File: config.mk
export PLATFORM = sky130hd
export DESIGN_NAME = char_writer_flat
export DESIGN_NICKNAME = d
export VERILOG_FILES = /design/src/rtl/char_writer_if.sv /design/src/rtl/char_writer.sv /design/src/flat_wrapper.sv
export SDC_FILE = /design/constraint.sdc
export NUM_CORES = 1
export LEC_CHECK = 0
export ABC_CLOCK_PERIOD_IN_PS = 3800
export CAP_MARGIN = 20
export CORE_ASPECT_RATIO = 0.75
export CORE_UTILIZATION = 42
export CTS_CLUSTER_DIAMETER = 200
export DETAILED_ROUTE_END_ITERATION = 10
export GPL_TIMING_DRIVEN = 0
export PLACE_DENSITY = 0.68
export SLEW_MARGIN = 25
export SYNTH_ARGS = -nofsm -noshare
export SYNTH_HDL_FRONTEND = slang
export SYNTH_SLANG_ARGS = --single-unit
File: constraint.sdc
create_clock -name clk -period 3.8 [get_ports clk]
set_input_delay 0.76 -clock clk [delete_from_list [all_inputs] [get_ports clk]]
set_output_delay 0.76 -clock clk [all_outputs]
set_load 0.02 [all_outputs]
File: src/rtl/char_writer_if.sv
// Character writer bus bundle.
// Groups the byte-stream handshake (char_in/char_valid/char_ready), the
// cursor/scroll outputs for the video generator (cursor_x, cursor_y,
// first_char) and the char-buffer write port (wr_en, wr_addr, wr_data).
// master: byte source / observer side.  slave: the char_writer itself.
interface char_writer_if #(
  parameter int unsigned ROW_BITS  = 5,
  parameter int unsigned COL_BITS  = 7,
  parameter int unsigned ADDR_BITS = 11
);
  logic [7:0]           char_in;
  logic                 char_valid;
  logic                 char_ready;
  logic [COL_BITS-1:0]  cursor_x;
  logic [ROW_BITS-1:0]  cursor_y;
  logic [ADDR_BITS-1:0] first_char;
  logic                 wr_en;
  logic [ADDR_BITS-1:0] wr_addr;
  logic [7:0]           wr_data;

  modport master (
    output char_in, char_valid,
    input  char_ready, cursor_x, cursor_y, first_char, wr_en, wr_addr, wr_data
  );

  modport slave (
    input  char_in, char_valid,
    output char_ready, cursor_x, cursor_y, first_char, wr_en, wr_addr, wr_data
  );
endinterface

File: src/rtl/char_writer.sv
// Text-mode character writer.
// Consumes a byte stream, tracks the cursor and scroll origin of a circular
// ROWS x COLS character buffer, and issues one buffer write per cycle.
// Ports:
//   clk   - clock, rising edge
//   reset - synchronous, active-high
//   bus   - char_writer_if.slave: byte handshake in, cursor/first_char and
//           buffer write port out (all registered)
module char_writer #(
  parameter int unsigned ROWS      = 24,
  parameter int unsigned COLS      = 80,
  parameter int unsigned ROW_BITS  = 5,
  parameter int unsigned COL_BITS  = 7,
  parameter int unsigned ADDR_BITS = 11,
  parameter int unsigned BUF_SIZE  = ROWS * COLS
) (
  input  logic          clk,
  input  logic          reset,
  char_writer_if.slave  bus
);

  localparam int unsigned AW1 = ADDR_BITS + 1;

  localparam logic [AW1-1:0]       BUF_W     = AW1'(BUF_SIZE);
  localparam logic [ADDR_BITS-1:0] ONE_A     = ADDR_BITS'(1);
  localparam logic [ADDR_BITS-1:0] COLS_A    = ADDR_BITS'(COLS);
  localparam logic [ADDR_BITS-1:0] LAST_ADDR = ADDR_BITS'(BUF_SIZE - 1);
  localparam logic [COL_BITS-1:0]  LAST_COL  = COL_BITS'(COLS - 1);
  localparam logic [ROW_BITS-1:0]  LAST_ROW  = ROW_BITS'(ROWS - 1);
  localparam logic [7:0]           SPACE     = 8'h20;

  typedef enum logic [1:0] {CLEAR_ALL, IDLE, CLEAR_LINE} state_e;

  state_e               state_q;
  logic [COL_BITS-1:0]  cursor_x_q;
  logic [ROW_BITS-1:0]  cursor_y_q;
  logic [ADDR_BITS-1:0] first_char_q;
  logic [ADDR_BITS-1:0] cur_addr_q;
  logic [ADDR_BITS-1:0] clr_addr_q;
  logic [COL_BITS-1:0]  clr_cnt_q;
  logic                 char_ready_q;
  logic                 wr_en_q;
  logic [ADDR_BITS-1:0] wr_addr_q;
  logic [7:0]           wr_data_q;

  // (a + b) mod BUF_SIZE, both operands already below BUF_SIZE
  function automatic logic [ADDR_BITS-1:0] add_mod(input logic [ADDR_BITS-1:0] a,
                                                   input logic [ADDR_BITS-1:0] b);
    logic [AW1-1:0] s;
    s = {1'b0, a} + {1'b0, b};
    if (s >= BUF_W) s = s - BUF_W;
    return s[ADDR_BITS-1:0];
  endfunction

  // (a - b) mod BUF_SIZE, both operands already below BUF_SIZE
  function automatic logic [ADDR_BITS-1:0] sub_mod(input logic [ADDR_BITS-1:0] a,
                                                   input logic [ADDR_BITS-1:0] b);
    logic [AW1-1:0] s;
    if (a >= b) s = {1'b0, a} - {1'b0, b};
    else        s = {1'b0, a} + BUF_W - {1'b0, b};
    return s[ADDR_BITS-1:0];
  endfunction

  logic       acc;
  logic [7:0] ch;
  assign acc = char_ready_q & bus.char_valid;
  assign ch  = bus.char_in;

  // Control FSM, cursor tracking and write port
  always_ff @(posedge clk) begin
    if (reset) begin
      state_q      <= CLEAR_ALL;
      cursor_x_q   <= '0;
      cursor_y_q   <= '0;
      first_char_q <= '0;
      cur_addr_q   <= '0;
      clr_addr_q   <= '0;
      clr_cnt_q    <= '0;
      char_ready_q <= 1'b0;
      wr_en_q      <= 1'b0;
      wr_addr_q    <= '0;
      wr_data_q    <= '0;
    end else begin
      wr_en_q <= 1'b0;
      case (state_q)
        CLEAR_ALL: begin
          // Linear sweep 0..BUF_SIZE-1, never wraps
          wr_en_q    <= 1'b1;
          wr_addr_q  <= clr_addr_q;
          wr_data_q  <= SPACE;
          clr_addr_q <= clr_addr_q + ONE_A;
          if (clr_addr_q == LAST_ADDR) state_q <= IDLE;
        end
        CLEAR_LINE: begin
          wr_en_q    <= 1'b1;
          wr_addr_q  <= clr_addr_q;
          wr_data_q  <= SPACE;
          clr_addr_q <= add_mod(clr_addr_q, ONE_A);
          clr_cnt_q  <= clr_cnt_q + COL_BITS'(1);
          if (clr_cnt_q == LAST_COL) state_q <= IDLE;
        end
        IDLE: begin
          // Ready comes up one cycle after entering IDLE from a clear
          char_ready_q <= 1'b1;
          if (acc) begin
            if (ch >= 8'h20 && ch <= 8'h7E) begin
              wr_en_q   <= 1'b1;
              wr_addr_q <= cur_addr_q;
              wr_data_q <= ch;
              if (cursor_x_q != LAST_COL) begin
                cursor_x_q <= cursor_x_q + COL_BITS'(1);
                cur_addr_q <= add_mod(cur_addr_q, ONE_A);
              end
            end else if (ch == 8'h0D) begin
              cursor_x_q <= '0;
              cur_addr_q <= sub_mod(cur_addr_q, ADDR_BITS'(cursor_x_q));
            end else if (ch == 8'h08) begin
              if (cursor_x_q != '0) begin
                cursor_x_q <= cursor_x_q - COL_BITS'(1);
                cur_addr_q <= sub_mod(cur_addr_q, ONE_A);
              end
            end else if (ch == 8'h0A) begin
              cur_addr_q <= add_mod(cur_addr_q, COLS_A);
              if (cursor_y_q != LAST_ROW) begin
                cursor_y_q <= cursor_y_q + ROW_BITS'(1);
              end else begin
                // Scroll: old top row becomes the new bottom row; its first
                // blanking write goes out right away, the rest in CLEAR_LINE
                first_char_q <= add_mod(first_char_q, COLS_A);
                wr_en_q      <= 1'b1;
                wr_addr_q    <= first_char_q;
                wr_data_q    <= SPACE;
                clr_addr_q   <= add_mod(first_char_q, ONE_A);
                clr_cnt_q    <= COL_BITS'(1);
                char_ready_q <= 1'b0;
                state_q      <= CLEAR_LINE;
              end
            end
          end
        end
        default: state_q <= CLEAR_ALL;
      endcase
    end
  end

  assign bus.char_ready = char_ready_q;
  assign bus.cursor_x   = cursor_x_q;
  assign bus.cursor_y   = cursor_y_q;
  assign bus.first_char = first_char_q;
  assign bus.wr_en      = wr_en_q;
  assign bus.wr_addr    = wr_addr_q;
  assign bus.wr_data    = wr_data_q;

endmodule

File: src/flat_wrapper.sv
// flat-port wrapper written by rule: the top's interface ports become plain ports
module char_writer_flat 
#(
  parameter int unsigned ROWS      = 24,
  parameter int unsigned COLS      = 80,
  parameter int unsigned ROW_BITS  = 5,
  parameter int unsigned COL_BITS  = 7,
  parameter int unsigned ADDR_BITS = 11,
  parameter int unsigned BUF_SIZE  = ROWS * COLS
)
  (clk, reset, bus_char_in, bus_char_valid, bus_char_ready, bus_cursor_x, bus_cursor_y, bus_first_char, bus_wr_en, bus_wr_addr, bus_wr_data);
  char_writer_if #(.ROW_BITS(ROW_BITS), .COL_BITS(COL_BITS), .ADDR_BITS(ADDR_BITS)) bus_i ();
  input  logic clk;
  input  logic reset;
  input wire logic [$bits(bus_i.char_in)-1:0] bus_char_in;
  input wire logic [$bits(bus_i.char_valid)-1:0] bus_char_valid;
  output wire logic [$bits(bus_i.char_ready)-1:0] bus_char_ready;
  output wire logic [$bits(bus_i.cursor_x)-1:0] bus_cursor_x;
  output wire logic [$bits(bus_i.cursor_y)-1:0] bus_cursor_y;
  output wire logic [$bits(bus_i.first_char)-1:0] bus_first_char;
  output wire logic [$bits(bus_i.wr_en)-1:0] bus_wr_en;
  output wire logic [$bits(bus_i.wr_addr)-1:0] bus_wr_addr;
  output wire logic [$bits(bus_i.wr_data)-1:0] bus_wr_data;
  assign bus_i.char_in = bus_char_in;
  assign bus_i.char_valid = bus_char_valid;
  assign bus_char_ready = bus_i.char_ready;
  assign bus_cursor_x = bus_i.cursor_x;
  assign bus_cursor_y = bus_i.cursor_y;
  assign bus_first_char = bus_i.first_char;
  assign bus_wr_en = bus_i.wr_en;
  assign bus_wr_addr = bus_i.wr_addr;
  assign bus_wr_data = bus_i.wr_data;
  char_writer #(.ROWS(ROWS), .COLS(COLS), .ROW_BITS(ROW_BITS), .COL_BITS(COL_BITS), .ADDR_BITS(ADDR_BITS), .BUF_SIZE(BUF_SIZE)) u_core (.clk(clk), .reset(reset), .bus(bus_i));
endmodule
==> results.cfg, run 1 <==
[synth]
yosys_register_bits = 71
ys_warn_count = 0
synth_area_mm2 = 0.00574
yosysUniqueCellTypes = 81
ys_seq_area_share_pct = 24.8
synth_edf_count = 0
synth_top_area_share_pct = 24.8
synthArstFlopShare_pct = 0
synth-main-ff-cell = dfxtp_1
synthesis.instances = 760
yosys-top-cells-count = nor2_1 (85), dfxtp_1 (71), a21oi_1 (59), nand2_1 (53), o21ai_0 (38)
yosys.area.top_type = dfxtp_1
yosysMostFrequentCell = nor2_1
synth.area.top_cells = dfxtp_1 (25%), ha_1 (7.4%), nor2_1 (5.6%)
syn_area_per_cell_um2 = 7.55

[clocking]
cts.sink_count = 71
clkLatencyLatePin_ps = 340
post-cts-setup-buffers = 0
clkTransAtPathRegs_ps = 60
cts_buffers = 9
cts_tree = done
clk_path_buf_depth = 2
ctsHoldBuffers = 0
post_cts_resized = 0
htree_levels = 3
cts_root_buf = clkbuf_16

[power_and_ir_drop]
p_leak_nw = 2.37
pwr-share-clk_pct = 44.4
p_per_area_mw_per_mm2 = 292
worst_ir_drop_vdd_v = 0.000251
switching_share_pct = 29.2
internal_power_mw = 1.39
p_total_mw = 1.97
switching_power_mw = 0.575
pwr-share-comb_pct = 15.2
seq_power_share_pct = 40.5

[global_routing]
grt-ovfl-total = 0
grt_pass1_vias = 5306
grt_max_degree = 14
grt.total_usage_pct = 26.7
grt_pass1_wl_um = 29000
antenna_found_initial = 0

[timing]
finalHoldWorstSlack_ps = 466
slew_headroom_pct = 45.4
grt_setup_unrepaired = no
min_period_ps = 3280
tightestPinTransition_ps = 809
finalCritPeriodShare_pct = 86.4
skew_ps = 9.82
final-hold-violation-count = 0
setup_viol = 0
fin_ws_ps = 519
maxSlewViolCount = 0
tns_ps = 0
clock.fmax_mhz = 305

[placed_design]
dp_cells = 983
post-place-ws_ps = 299
postPlaceCellArea_mm2 = 0.00645
dp_hpwl_um = 13700
place.gp.congestion = 0.915
port_buffers = 49

[setup_path]
cp.arrival_ps = 3490
path_cells = clkdlybuf4s50_1 -> nor3b_1 -> nand4_1 -> o21ai_2 -> a21boi_2 -> o21ai_0 -> a21oi_1 -> nor2_1
max_stage_delay_ps = 660
crit_required_ps = 4010
critPathKind = in -> reg
critPathBufInv = 1
start_kind = primary input
crit_family = compound AO/OA/AOI/OAI gates
path_max_fanout = 10
critPathSlowestCell = clkdlybuf4s50_1
end_kind = flop

[die]
row_count = 36
die_area_mm2 = 0.0141
die_w_um = 137
core-area_mm2 = 0.0132
ios = 55
dieHeight_um = 103
start_util_pct = 43.6

[final_layout]
layout.cells.non_filler = 999
drive_gt1_share_pct = 5.31
final_nets = 869
final_util_pct = 51.3
area_growth_pct = 17.6
stdcell_area_mm2 = 0.00675
fillers = 1292
antenna_cells = 0

[detailed_routing]
vias = 6022
drt_wl_total_um = 18200
drtAntennaViolNets = 0
drtPass1Iterations = 6
wire_per_inst_um = 18.2
first_iter_violations = 601
drc = 0
vias_per_cell = 6.03

[min_path]
hold_class = reg -> reg

[job]
drv_cap = 0

[status]
status = completed
==> layout make-up <==
type                    instances  area, µm²  share of cell area (%)
flip-flops and latches         71       1420                    21.1
well taps                     171        214                    3.17
inverters                      34        128                    1.89
clock buffers                  10        229                    3.39
repair buffers                 49        490                    7.27
plain buffers                  55        243                    3.60
clock inverters                 6       67.6                    1.00
multi-input cells             603       3960                    58.6
==> power by group through the flow <==
| stage | Combinational (mW) | Clock (mW) | Sequential, mW |
|---|---|---|---|
| 2_1_floorplan | 0.172 | 0 | 0.822 |
| 3_3_place_gp | 0.290 | 0 | 0.811 |
| 3_5_place_dp | 0.291 | 0 | 0.812 |
| 4_1_cts | 0.292 | 0.883 | 0.796 |
| 5_1_grt | 0.326 | 0.910 | 0.800 |
| 6_report | 0.298 | 0.873 | 0.797 |
==> cells in the final DEF (no fill, tap or decap), types with 4 or more instances in the layout <==
| cell type | n |
|---|---|
| and3_1 | 11 |
| a21o_1 | 9 |
| and2_1 | 6 |
| nand4_1 | 22 |
| o31ai_1 | 5 |
| nand2_1 | 53 |
| mux2i_1 | 21 |
| or3_1 | 5 |
| nor3_1 | 30 |
| o21ai_0 | 38 |
| a31oi_1 | 11 |
| nor2_1 | 85 |
| nor3b_1 | 5 |
| conb_1 | 4 |
| o21a_1 | 5 |
| nand3_1 | 31 |
| xor2_1 | 9 |
| ha_1 | 34 |
| buf_4 | 5 |
| clkbuf_1 | 38 |
| buf_2 | 8 |
| buf_1 | 4 |
| a21oi_1 | 59 |
| nand4b_1 | 4 |
| inv_1 | 33 |
| a311oi_1 | 4 |
| clkbuf_16 | 9 |
| nor4_1 | 5 |
| clkdlybuf4s50_1 | 49 |
| xnor2_1 | 30 |
| a211oi_1 | 19 |
| o211ai_1 | 7 |
| nand2b_1 | 13 |
| o22ai_1 | 4 |
| dfxtp_1 | 71 |
| a22oi_1 | 4 |
==> layer usage <==
layer | part of all wire, % | vias up | routed length (µm) | track usage, %
li1 | - | 2899 | - | -
met1 | 52 | 2822 | 9520 | 42.4
met2 | 38 | 281 | 6870 | 35.8
met3 | 8.7 | 20 | 1580 | 5.60
met4 | 1.0 | 0 | 183 | 5.66
met5 | 0 | - | 0 | 0
==> registers in the layout (all words and copies together) (netlist names) <==
name                   count
u_core.bus.wr_addr        11
u_core.clr_addr_q         11
u_core.cur_addr_q         11
u_core.bus.wr_data         8
u_core.bus.cursor_x        7
u_core.bus.first_char      7
u_core.clr_cnt_q           7
u_core.bus.cursor_y        5
u_core.state_q             2
u_core.bus.char_ready      1
u_core.bus.wr_en           1
==> path summary, 6_finish.rpt <==
kind / startpoint / to / slack (ps) / cells after the start
max: bus_char_in[1] / u_core.clr_addr_q[2] / 520 / 8
min reg2reg: u_core.bus.wr_data[6] / u_core.bus.wr_data[6] / 470 / 2
max reg2reg: u_core.cur_addr_q[8] / u_core.cur_addr_q[8] / 830 / 11
min: u_core.bus.wr_data[6] / u_core.bus.wr_data[6] / 470 / 2
==> worst reg2reg max path, cell delays in order, from the launching register on <==
cell	delay, ps
dfxtp_1	330
clkbuf_1	330
clkbuf_1	510
inv_1	170
ha_1	240
nand2b_1	110
nor2_1	90
o211ai_1	230
o21ai_0	290
o211ai_1	220
a21o_1	170
a41oi_1	120
==> cells by family (layout without fill, tap and decap cells) <==
kind of cell | after synthesis | after routing | synth area share, %
simple gates | 294 | 294 | 26.3
other cells | 1 | 4 | 0.0654
compound gates | 210 | 210 | 25.0
flops | 71 | 71 | 24.8
xor+xnor | 39 | 39 | 5.96
fa+ha+maj | 35 | 35 | 7.77
mux | 21 | 21 | 3.66
buf+inv | 89 | 154 | 6.46
(Power assumes the default switching activity.)
==> inputs of run 2 (changes only) <==
--- a/config.mk
+++ b/config.mk
@@ -5,7 +5,7 @@
 export SDC_FILE = /design/constraint.sdc
 export NUM_CORES = 1
 export LEC_CHECK = 0
-export ABC_CLOCK_PERIOD_IN_PS = 3800
+export ABC_CLOCK_PERIOD_IN_PS = 3100
 export CAP_MARGIN = 20
 export CORE_ASPECT_RATIO = 0.75
 export CORE_UTILIZATION = 42
==> constraint.sdc (replaced) <==
create_clock -name clk -period 3.1 [get_ports clk]
set_input_delay 0.62 -clock clk [delete_from_list [all_inputs] [get_ports clk]]
set_output_delay 0.62 -clock clk [all_outputs]
set_load 0.02 [all_outputs]
==> results.cfg, run 2 (same netlist as run 1, synthesis figures left out) <==
[timing]
maxSlewViolCount = 0
fin_ws_ps = 158
setup_viol = 0
min_period_ps = 2940
clock.fmax_mhz = 340
slew_headroom_pct = 39.8
final-hold-violation-count = 0
finalHoldWorstSlack_ps = 468
finalCritPeriodShare_pct = 94.9
tns_ps = 0
skew_ps = 9.74
tightestPinTransition_ps = 891
grt_setup_unrepaired = no

[final_layout]
drive_gt1_share_pct = 5.92
final_cell_mix = nor2_1 (85), dfxtp_1 (71), a21oi_1 (59), nand2_1 (53), clkdlybuf4s50_1 (49)
final_nets = 869
register_area_mm2 = 0.00142
layout.cells.non_filler = 999
multi_input_area_mm2 = 0.00397
layout_commonest_cell = nor2_1
area_growth_pct = 18.1
stdcell_area_mm2 = 0.00677
antenna_cells = 0
fillers = 1287

[setup_path]
critPathKind = in -> reg
path_max_fanout = 10
start_kind = primary input
cp.arrival_ps = 3210
end_kind = flop
crit_required_ps = 3370

[global_routing]
grt-ovfl-total = 0
grt.total_usage_pct = 26.7
grt_pass1_vias = 5306
busiest_layer = met1
grt_max_degree = 14
met3_usage_pct = 5.60
grt_pass1_wl_um = 29000
antenna_found_initial = 0
grt_util_met2_pct = 35.8
use_met1_pct = 42.4

[clocking]
cts.sink_count = 71
clkTransAtPathRegs_ps = 60
cts_buffers = 9
clk_path_buf_depth = 2
ctsHoldBuffers = 0
cts_root_buf = clkbuf_16
htree_levels = 3
cts_tree = done
clkLatencyLatePin_ps = 350

[power_and_ir_drop]
p_per_area_mw_per_mm2 = 357
p_leak_nw = 2.40
internal_power_mw = 1.71
worst_ir_drop_vdd_v = 0.000291
switching_share_pct = 29.3
pwr-share-comb_pct = 15.3
pwr-share-clk_pct = 44.3
switching_power_mw = 0.710
seq_power_share_pct = 40.4

[placed_design]
place.gp.congestion = 0.915
dp_cells = 983
postPlaceCellArea_mm2 = 0.00645
post-place-ws_ps = -261
dp_hpwl_um = 13700
port_buffers = 49

[detailed_routing]
drtPass1Iterations = 7
drc = 0
vias_per_cell = 6.01
wire_per_inst_um = 18.3
drtAntennaViolNets = 0
drt_wl_total_um = 18300
first_iter_violations = 651
vias = 6001

[die]
core-area_mm2 = 0.0132
start_util_pct = 43.6
die_area_mm2 = 0.0141
ios = 55
row_count = 36
die_w_um = 137
dieHeight_um = 103

[job]
drv_cap = 0

[min_path]
hold_class = reg -> reg

[status]
status = completed
run 2: cell type report:
type,count,share of cell area (%)
Buffer,54,3.57
Clock buffer,10,3.38
Clock inverter,6,0.998
Inverter,34,1.88
Multi-Input combinational cell,603,58.7
Sequential cell,71,21.0
Tap cell,171,3.16
Timing Repair Buffer,50,7.35
run 2: power groups by stage:
stage                     clock, mW  sequential, mW  combinational, mW
after global routing           1.12           0.981              0.405
after floorplan                   0            1.01              0.211
after CTS                      1.08           0.976              0.358
after global placement            0           0.995              0.356
final                          1.07           0.977              0.370
after detailed placement          0           0.995              0.357
run 2: worst paths after layout:
check	from	end	slack [ps]	cells after the start
setup / recovery	bus_char_in[1]	u_core.bus.wr_data[3]	160	8
hold / removal	u_core.bus.wr_data[6]	u_core.bus.wr_data[6]	470	2
setup reg to reg	u_core.cur_addr_q[4]	u_core.cur_addr_q[9]	330	10
hold reg to reg	u_core.bus.wr_data[6]	u_core.bus.wr_data[6]	470	2
run 2: what timing repair did:
item,in CTS,in global routing
resized for setup,0,7
buffers inserted,0,1
endpoints found under the setup margin,0,37
run 2: routing by layer:
| layer | vias up | part of all wire [%] |
|---|---|---|
| met3 | 16 | 9.4 |
| li1 | 2906 | - |
| met4 | 0 | 0.92 |
| met2 | 280 | 38 |
| met1 | 2799 | 51 |
| met5 | - | 0 |
run 2: critical path: stages:
cell and delay, ps:
clkdlybuf4s50_1 660, nor3b_2 370, nand4_1 300, a21o_1 240, a21oi_1 310, clkbuf_1 390, nand4_1 150, a21oi_1 170
run 2: through the flow:
step / power (mW) / utilization, %
CTS: 2.42 / 51.3
global placement: 1.35 / 49.0
global route: 2.50 / 51.5
floorplan: 1.22 / -
detailed placement: 1.35 / 49.0
finish: 2.42 / 51.5
==> inputs of run 3 (changes only) <==
--- a/config.mk
+++ b/config.mk
@@ -10,9 +10,11 @@
 export CORE_ASPECT_RATIO = 0.75
 export CORE_UTILIZATION = 42
 export CTS_CLUSTER_DIAMETER = 200
+export CTS_CLUSTER_SIZE = 16
 export DETAILED_ROUTE_END_ITERATION = 10
 export GPL_TIMING_DRIVEN = 0
 export PLACE_DENSITY = 0.68
+export REMOVE_ABC_BUFFERS = 1
 export SLEW_MARGIN = 25
 export SYNTH_ARGS = -nofsm -noshare
 export SYNTH_HDL_FRONTEND = slang
==> results.cfg, run 3 (same netlist as run 1, synthesis figures left out) <==
[setup_path]
critPathKind = in -> reg
regToRegSetupSlack_ps = 220
r2r_start = u_core.cur_addr_q[0]
cp.arrival_ps = 3240
end_kind = flop
start_kind = primary input
r2r_end = u_core.cur_addr_q[8]
ff2ff_path_depth = 11
path_max_fanout = 16
crit_end = u_core.cur_addr_q[7]
crit_required_ps = 3330
setup.worst_path.start = bus_char_in[2]

[placed_design]
dp_hpwl_um = 12400
post-place-ws_ps = -713
place.gp.congestion = 0.920
dp_cells = 933
port_buffers = 50

[global_routing]
antenna_found_initial = 0
grt_pass1_vias = 5203
grt_pass1_wl_um = 27200
grt-ovfl-total = 0
grt_max_degree = 56
grt.total_usage_pct = 24.7

[die]
ios = 55
dieHeight_um = 103
die_area_mm2 = 0.0141
core-area_mm2 = 0.0132
row_count = 36
start_util_pct = 43.6
die_w_um = 137

[clocking]
clkLatencyLatePin_ps = 340
clkTransAtPathRegs_ps = 60
clk_path_buf_depth = 2
htree_levels = 3
cts_buffers = 9
cts_tree = done
cts.sink_count = 71
cts_root_buf = clkbuf_16

[detailed_routing]
wire_per_inst_um = 18.2
vias_per_cell = 6.18
drtAntennaViolNets = 0
drc = 0
first_iter_violations = 535
vias = 5881
drtPass1Iterations = 5
drt_wl_total_um = 17300

[power_and_ir_drop]
pwr-share-comb_pct = 14.2
p_per_area_mw_per_mm2 = 370
seq_power_share_pct = 39.6
pwr-share-clk_pct = 46.1
switching_share_pct = 26.8
p_total_mw = 2.47
p_leak_nw = 2.36
worst_ir_drop_vdd_v = 0.000278
switching_power_mw = 0.662
internal_power_mw = 1.81

[final_layout]
final_nets = 822
antenna_cells = 0
final_util_pct = 50.9
layout.cells.non_filler = 952
drive_gt1_share_pct = 5.63
layout_commonest_cell = nor2_1
area_growth_pct = 16.7
final_cell_mix = nor2_1 (83), dfxtp_1 (71), a21oi_1 (58), nand2_1 (53), clkdlybuf4s50_1 (48)

[timing]
finalCritPeriodShare_pct = 97.0
clock.fmax_mhz = 332
tns_ps = 0
fin_ws_ps = 91.6
grt_setup_unrepaired = no
min_period_ps = 3010
slew_headroom_pct = 37.3
maxSlewViolCount = 0
final-hold-violation-count = 0
setup_viol = 0
skew_ps = 6.49
tightestPinTransition_ps = 935

[status]
status = completed

[job]
drv_cap = 0

[min_path]
min_from = u_core.bus.wr_data[1]
hold_class = reg -> reg
run 3: timing repair:
item	4_1_cts	5_1_grt
gates resized for setup	3	4
hold buffers	0	0
setup buffers	0	3
pin swaps	1	3
setup endpoints to repair	32	37
endpoints found under the hold margin	0	0
run 3: layout make-up:
cell class	instances	area, µm²
Clock buffer	11	243
Sequential cell	71	1420
Timing Repair Buffer	57	601
Multi-Input combinational cell	603	4010
Fill cell	1295	6460
Inverter	34	128
Clock inverter	5	81.3
Tap cell	171	214
run 3: metrics by stage:
stage               instance area (µm²)  hold slack, ps
floorplan                          5500             461
global placement                   6220             458
detailed placement                 6310             466
CTS                                6640             475
global route                       6690             496
finish                             6690             471
run 3: worst min-delay path by stage:
| stage | end | slack, ps | depth (start not counted) |
|---|---|---|---|
| after global routing | u_core.bus.wr_data[2] | 500 | 2 |
| after detailed placement | u_core.bus.wr_data[3] | 470 | 2 |
| after floorplan | u_core.clr_cnt_q[0] | 460 | 1 |
| after CTS | u_core.bus.wr_data[0] | 470 | 2 |
| after global placement | u_core.bus.wr_data[1] | 460 | 2 |
| final | u_core.bus.wr_data[1] | 470 | 2 |
run 3: critical path, cell delays in order:
cell             delay (ps)
clkdlybuf4s50_1         540
and4_1                  310
a211oi_4                370
buf_6                   230
buf_6                   210
a211oi_4                 90
o31ai_4                 470
nand2_1                 120
a31o_2                  260
run 3: power by group through the flow:
stage          logic (mW)  clock network [mW]  registers, mW
2_1_floorplan       0.183                   0           1.01
3_3_place_gp        0.318                   0          0.996
3_5_place_dp        0.342                   0          0.999
4_1_cts             0.344                1.16          0.979
5_1_grt             0.382                1.19          0.986
6_report            0.352                1.14          0.981
run 3: per-layer routing:
metal | part of all wire, % | vias to the layer above | wire (µm) | GRT usage, %
met3 | 7.7 | 37 | 1320 | 5.12
met4 | 1.7 | 0 | 294 | 6.93
met2 | 43 | 230 | 7470 | 37.7
met5 | 0 | - | 0 | 0
met1 | 47 | 2811 | 8200 | 35.0
li1 | - | 2803 | - | -
